[src/rtl/hilo_mult_if.sv]
// hilo_if -- EX-stage <-> HI/LO multiply unit bundle.
//   master: EX stage (drives start/operands/read select, receives results)
//   slave : hilo_mult_unit
//   enhilo_EX/signed_EX/a_EX/b_EX : multiply start request and operands
//   regsel_EX                     : 1=mfhi, 2=mflo, 0/3=no read
//   hilo_rd/hi/lo                 : read data and architectural HI/LO
//   busy/stall_req/done           : status back to the pipeline
interface hilo_if;
  logic        enhilo_EX;
  logic        signed_EX;
  logic [31:0] a_EX;
  logic [31:0] b_EX;
  logic [1:0]  regsel_EX;
  logic [31:0] hilo_rd;
  logic [31:0] hi;
  logic [31:0] lo;
  logic        busy;
  logic        stall_req;
  logic        done;

  modport master (
    output enhilo_EX, signed_EX, a_EX, b_EX, regsel_EX,
    input  hilo_rd, hi, lo, busy, stall_req, done
  );

  modport slave (
    input  enhilo_EX, signed_EX, a_EX, b_EX, regsel_EX,
    output hilo_rd, hi, lo, busy, stall_req, done
  );
endinterface

[src/rtl/hilo_mult_unit.sv]
// hilo_mult_unit -- iterative 32x32 multiplier owning the HI/LO registers.
// One shift-add step per cycle on operand magnitudes, sign applied at the end.
// Ports:
//   clk  : clock, rising edge
//   rst  : asynchronous active-high reset
//   bus  : hilo_if.slave (start/operands/read select in, hilo_rd/hi/lo/status out)
// Timing: start at edge N, RUN covers edges N+1..N+32, FIX cycle commits
// {hi,lo} at edge N+33; done is high during the FIX cycle.
module hilo_mult_unit (
  input  logic  clk,
  input  logic  rst,
  hilo_if.slave bus
);

  typedef enum logic [1:0] {S_IDLE, S_RUN, S_FIX} state_t;

  state_t      r_state, w_next;
  logic [4:0]  r_cnt;
  logic [63:0] r_acc;
  logic [63:0] r_mcand;   // multiplicand, shifted left each step
  logic [31:0] r_mplier;  // multiplier, shifted right; LSB drives the add
  logic        r_neg;
  logic [31:0] r_hi, r_lo;

  logic        w_start;
  logic        w_rd;
  logic [31:0] w_amag, w_bmag;

  assign w_start = (r_state == S_IDLE) && bus.enhilo_EX;
  assign w_rd    = (bus.regsel_EX == 2'd1) || (bus.regsel_EX == 2'd2);

  // 32-bit unsigned negate: magnitude of 0x80000000 stays 0x80000000 (2^31)
  assign w_amag = (bus.signed_EX && bus.a_EX[31]) ? (~bus.a_EX + 32'd1) : bus.a_EX;
  assign w_bmag = (bus.signed_EX && bus.b_EX[31]) ? (~bus.b_EX + 32'd1) : bus.b_EX;

  // state register
  always_ff @(posedge clk or posedge rst) begin
    if (rst) r_state <= S_IDLE;
    else     r_state <= w_next;
  end

  // next state
  always_comb begin
    w_next = r_state;
    case (r_state)
      S_IDLE:  if (bus.enhilo_EX) w_next = S_RUN;
      S_RUN:   if (r_cnt == 5'd31) w_next = S_FIX;
      S_FIX:   w_next = S_IDLE;
      default: w_next = S_IDLE;
    endcase
  end

  // outputs; reads only stall while RUN, a start request stalls in any busy state
  always_comb begin
    bus.busy      = (r_state != S_IDLE);
    bus.done      = (r_state == S_FIX);
    bus.stall_req = ((r_state == S_RUN) && w_rd) ||
                    ((r_state != S_IDLE) && bus.enhilo_EX);
    case (bus.regsel_EX)
      2'd1:    bus.hilo_rd = r_hi;
      2'd2:    bus.hilo_rd = r_lo;
      default: bus.hilo_rd = 32'd0;
    endcase
  end

  assign bus.hi = r_hi;
  assign bus.lo = r_lo;

  // datapath
  always_ff @(posedge clk or posedge rst) begin
    if (rst) begin
      r_cnt    <= 5'd0;
      r_acc    <= 64'd0;
      r_mcand  <= 64'd0;
      r_mplier <= 32'd0;
      r_neg    <= 1'b0;
      r_hi     <= 32'd0;
      r_lo     <= 32'd0;
    end else begin
      case (r_state)
        S_IDLE: if (w_start) begin
          r_mcand  <= {32'd0, w_amag};
          r_mplier <= w_bmag;
          r_neg    <= bus.signed_EX & (bus.a_EX[31] ^ bus.b_EX[31]);
          r_acc    <= 64'd0;
          r_cnt    <= 5'd0;
        end
        S_RUN: begin
          if (r_mplier[0]) r_acc <= r_acc + r_mcand;
          r_mcand  <= r_mcand << 1;
          r_mplier <= r_mplier >> 1;
          r_cnt    <= r_cnt + 5'd1;
        end
        S_FIX: begin
          // zero accumulator negates to zero, so sign never leaks into a 0 result
          {r_hi, r_lo} <= r_neg ? (~r_acc + 64'd1) : r_acc;
        end
        default: ;
      endcase
    end
  end

endmodule

[src/flat_wrapper.sv]
// flat-port wrapper written by rule: the top's interface ports become plain ports
module hilo_mult_unit_flat 
  (clk, rst, bus_enhilo_EX, bus_signed_EX, bus_a_EX, bus_b_EX, bus_regsel_EX, bus_hilo_rd, bus_hi, bus_lo, bus_busy, bus_stall_req, bus_done);
  hilo_if bus_i ();
  input  logic clk;
  input  logic rst;
  input wire logic [$bits(bus_i.enhilo_EX)-1:0] bus_enhilo_EX;
  input wire logic [$bits(bus_i.signed_EX)-1:0] bus_signed_EX;
  input wire logic [$bits(bus_i.a_EX)-1:0] bus_a_EX;
  input wire logic [$bits(bus_i.b_EX)-1:0] bus_b_EX;
  input wire logic [$bits(bus_i.regsel_EX)-1:0] bus_regsel_EX;
  output wire logic [$bits(bus_i.hilo_rd)-1:0] bus_hilo_rd;
  output wire logic [$bits(bus_i.hi)-1:0] bus_hi;
  output wire logic [$bits(bus_i.lo)-1:0] bus_lo;
  output wire logic [$bits(bus_i.busy)-1:0] bus_busy;
  output wire logic [$bits(bus_i.stall_req)-1:0] bus_stall_req;
  output wire logic [$bits(bus_i.done)-1:0] bus_done;
  assign bus_i.enhilo_EX = bus_enhilo_EX;
  assign bus_i.signed_EX = bus_signed_EX;
  assign bus_i.a_EX = bus_a_EX;
  assign bus_i.b_EX = bus_b_EX;
  assign bus_i.regsel_EX = bus_regsel_EX;
  assign bus_hilo_rd = bus_i.hilo_rd;
  assign bus_hi = bus_i.hi;
  assign bus_lo = bus_i.lo;
  assign bus_busy = bus_i.busy;
  assign bus_stall_req = bus_i.stall_req;
  assign bus_done = bus_i.done;
  hilo_mult_unit u_core (.clk(clk), .rst(rst), .bus(bus_i));
endmodule
[config.mk]
export PLATFORM = sky130hd
export DESIGN_NAME = hilo_mult_unit_flat
export DESIGN_NICKNAME = d
export VERILOG_FILES = /design/src/rtl/hilo_mult_if.sv /design/src/rtl/hilo_mult_unit.sv /design/src/flat_wrapper.sv
export SDC_FILE = /design/constraint.sdc
export NUM_CORES = 1
export LEC_CHECK = 0
export ABC_AREA = 1
export CAP_MARGIN = 20
export CORE_MARGIN = 3
export CORE_UTILIZATION = 41
export CTS_CLUSTER_DIAMETER = 80
export DETAILED_ROUTE_END_ITERATION = 16
export HOLD_SLACK_MARGIN = 0.06
export PLACE_DENSITY = 0.67
export SYNTH_ARGS = -nofsm -noshare
export SYNTH_HDL_FRONTEND = slang
export SYNTH_SLANG_ARGS = --single-unit
[constraint.sdc]
create_clock -name clk -period 14.5 [get_ports clk]
set_input_delay 2.175 -clock clk [delete_from_list [all_inputs] [get_ports clk]]
set_output_delay 2.175 -clock clk [all_outputs]
set_load 0.02 [all_outputs]
==> results.md <==
* PortBufs at 168
* Syn Area/Cell at ~6.2 um^2
* Hold Startpoint: u_core.r_mplier[28]
* Clk sink count at approximately 230
* Overflow left after global routing at 0
* Crit path to: bus_hilo_rd[4]
* Placeable Area at roughly 45000 um^2
* Ys Warns at 0
* DP Area at approximately 21000 um^2
* Starting Density at 0.416
* Setup repair bufs after CTS at 0
* Min Tclk post-route at 6680 ps
* Resized Gates After CTS at 0
* Hold Violations, Final at 0
* Pwr dens at roughly 220 nW/um^2
* Via Count at just under 20000
* ANT cells at 0
* Period utilization at 0.460
* Dpl ws at ~7900 ps
* Number of flops mapped to enable cells by yosys at 0
* Row Count at between 70 and 80
* Critical path, cell by cell: clkdlybuf4s50_1, ha_1, nand2_1, a21oi_1, clkdlybuf4s50_1
* Startpoint types: input pin
* Clock Latency Late Sink at a little under 600 ps
* Hold buffers post-CTS at 0
* Detail-routed net length per standard cell at about 16 um
* Fin area at 22100 um^2
* Root Buffer Master: clkbuf_16
* Clock skew at approximately 19 ps
* Critical path origin: bus_regsel_EX[0]
* TNS Setup at 0 ps
* Clock-pin slew on the worst setup and hold paths at roughly 60 ps
* Cells after synthesis at between 3000 and 4000
* RSZ-0062 raised after global routing: no
* Worst EP required at roughly 12000 ps
* DIE AREA at slightly below 50000 um^2
* First-pass GRT wire length at 98.0 mm
* Number of distinct library cells after synthesis at 49
* Mapped Nets at approximately 3200
* Slowest-stage cell, CP: ha_1
* Placer Congestion at 0.979
* Cells after DPL at roughly 3800
* Leak pwr at 11.4 nW
* Layout area overhead at 16.9%
* Largest net degree at the start of global routing at around 100
* Worst r2r dst: u_core.r_acc[34]
* Detail Route Antenna Nets at 0
* First-pass iteration count of the detailed router at 5
* CTS tree: yes
* Reg2Reg Depth at 10
* Slew HR at 0.264
* Initial drt markers at approximately 1400
* Storage cell area at slightly below 6000 um^2
* CTS Buffer Depth at 3
* Ys async rst share at 1.00
* Die H at around 220 um
* Slowest stage delay, CP at 890 ps
* Synth Flop Type: dfrtp_1
* Fin nets at roughly 3300
* Yosys reg bits at 232
* IO Count at 169
* Total GRT Usage at 0.255
* R2r setup slk at 11110 ps
* Worst Hold Class: reg2reg
* Status: completed
* Post-route setup slack at approximately 7800 ps
* Peak supply drop at around 110 uV
* Most frequent CP cell: clkdlybuf4s50_1
* Setup Crit Path Kind: in2out
* Die X at roughly 220 um
* Final cell count without fillers at approximately 3800
* DR DRC count at 0
* Multi-input gate area at roughly 11000 um^2
* Vias in the first global route at ~18000
* Worst Setup End Kind: output pin
* Fillcell total at 4820
* Worst-Margin Slew at 1100 ps
* Tot Pwr at 0.00484 W
* Final HPWL DP at ~50 mm
* # H-tree levels at 1
* Layout cells sized above 1 at 0.0467
* Crit path arrival time at around 4500 ps
* CTS Buf Count at 28
* F_max at around 150 MHz
* Vias per Instance at about 5.1
* Final Slew Violations at 0
* Final setup violation count at 0
* Max_cap viols at 0
* CP max FO at 32
* Routed WL at between 60 and 70 mm
* Reg2Reg Launch Point: u_core.r_state[0]
* Initial antenna violation count at 0
* Cell area after synthesis at 18900 um^2
* Register area share after synthesis at 0.307
## worst max-delay path, delay by kind of cell
family	cells	cell delay, ps
compound gates	1	180
fa+ha+maj	1	890
buf+inv	2	1100
simple gates	1	150
## cell usage in the layout (no fill, tap or decap), types with 4 or more instances in the layout
master | synthesis | final
clkbuf_16 | 0 | 28
nand3_2 | 7 | 7
nand2_1 | 1099 | 1098
a31oi_1 | 11 | 11
xor2_1 | 60 | 60
nand2_2 | 17 | 18
inv_1 | 493 | 492
a21boi_0 | 4 | 4
dfrtp_1 | 232 | 231
buf_4 | 0 | 11
nor2_4 | 10 | 10
clkinv_2 | 0 | 7
nand3b_1 | 10 | 10
o22ai_1 | 40 | 40
a22oi_1 | 55 | 55
or2_2 | 7 | 7
nor2_2 | 20 | 20
a21oi_1 | 112 | 112
clkinvlp_4 | 0 | 4
nand3_1 | 187 | 187
nor2_1 | 273 | 273
o21ai_0 | 133 | 133
inv_2 | 10 | 10
nand4_1 | 39 | 39
nor3_1 | 26 | 26
o31ai_1 | 7 | 7
bufinv_16 | 0 | 5
clkdlybuf4s50_1 | 0 | 168
ha_1 | 70 | 70
o21ai_1 | 18 | 18
## routing by layer
layer	global-route usage	share of wire	vias up
li1	-	-	9931
met1	0.344	0.45	8774
met2	0.428	0.46	603
met3	0.0325	0.066	100
met4	0.0791	0.032	0
met5	0	0	-
## registers in the layout (all words and copies together) (netlist names)
name,count
u_core.r_acc,64
u_core.r_mcand,64
u_core.bus.hi,32
u_core.bus.lo,32
u_core.r_mplier,32
u_core.r_cnt,5
u_core.r_state,2
u_core.r_neg,1
## cell families (layout without fill, tap and decap cells)
logic type               Yosys count  after routing  share of synthesized area
adder cells (fa/ha/maj)           71             71                     0.0474
XOR/XNOR                          63             63                     0.0292
AO/OA/AOI/OAI                    394            394                      0.119
AND/OR/NAND/NOR                 1715           1715                      0.380
flip-flops                       232            232                      0.307
buffers and inverters            585            737                      0.118
## power by group
group / internal, W / total, W / switching [W]
sequential: 0.000940 / 0.00133 / 0.000393
combinational: 0.000947 / 0.00274 / 0.00180
clock: 0.000460 / 0.000763 / 0.000303
total: 0.00235 / 0.00484 / 0.00249
## synthesized netlist by cell type (10+ instances only)
cell type / number / area share
nand2_1: 1099 / 0.22
inv_1: 493 / 0.098
nor2_1: 273 / 0.054
dfrtp_1: 232 / 0.31
nand3_1: 187 / 0.049
o21ai_0: 133 / 0.035
a21oi_1: 112 / 0.030
ha_1: 70 / 0.046
xor2_1: 60 / 0.028
a22oi_1: 55 / 0.022
clkbuf_1: 47 / 0.0093
o22ai_1: 40 / 0.013
nand4_1: 39 / 0.013
nor3_1: 26 / 0.0069
buf_2: 22 / 0.0058
nor2_2: 20 / 0.0066
o21ai_1: 18 / 0.0048
nand2_2: 17 / 0.0056
a31oi_1: 11 / 0.0036
inv_2: 10 / 0.0020
nand3b_1: 10 / 0.0040
nor2_4: 10 / 0.0060
## how the worst min path moves through the flow
stage,endpoint,slack (ps),cells after the start
6_report,u_core.r_mplier[27],490,2
3_5_place_dp,u_core.r_mplier[31],480,2
2_1_floorplan,u_core.r_mplier[31],450,2
4_1_cts,u_core.r_mplier[27],490,2
3_3_place_gp,u_core.r_mplier[31],470,2
5_1_grt,u_core.r_mplier[31],520,2
## area by class of cell
class / instances / share of cell area
clock buffer: 31 / 0.0335
inverter: 506 / 0.0862
tap: 600 / 0.0339
clock inverter: 21 / 0.0120
sequential: 232 / 0.263
multi-input combinational: 2243 / 0.492
timing repair buffer: 179 / 0.0798
## stage by stage
step	util	hold slack (ps)
finish	0.486	488
global route	0.486	525
CTS	0.486	492
detailed placement	0.464	476
global placement	0.464	473
floorplan	-	450
Note: power is estimated with default switching activity, not from simulation.
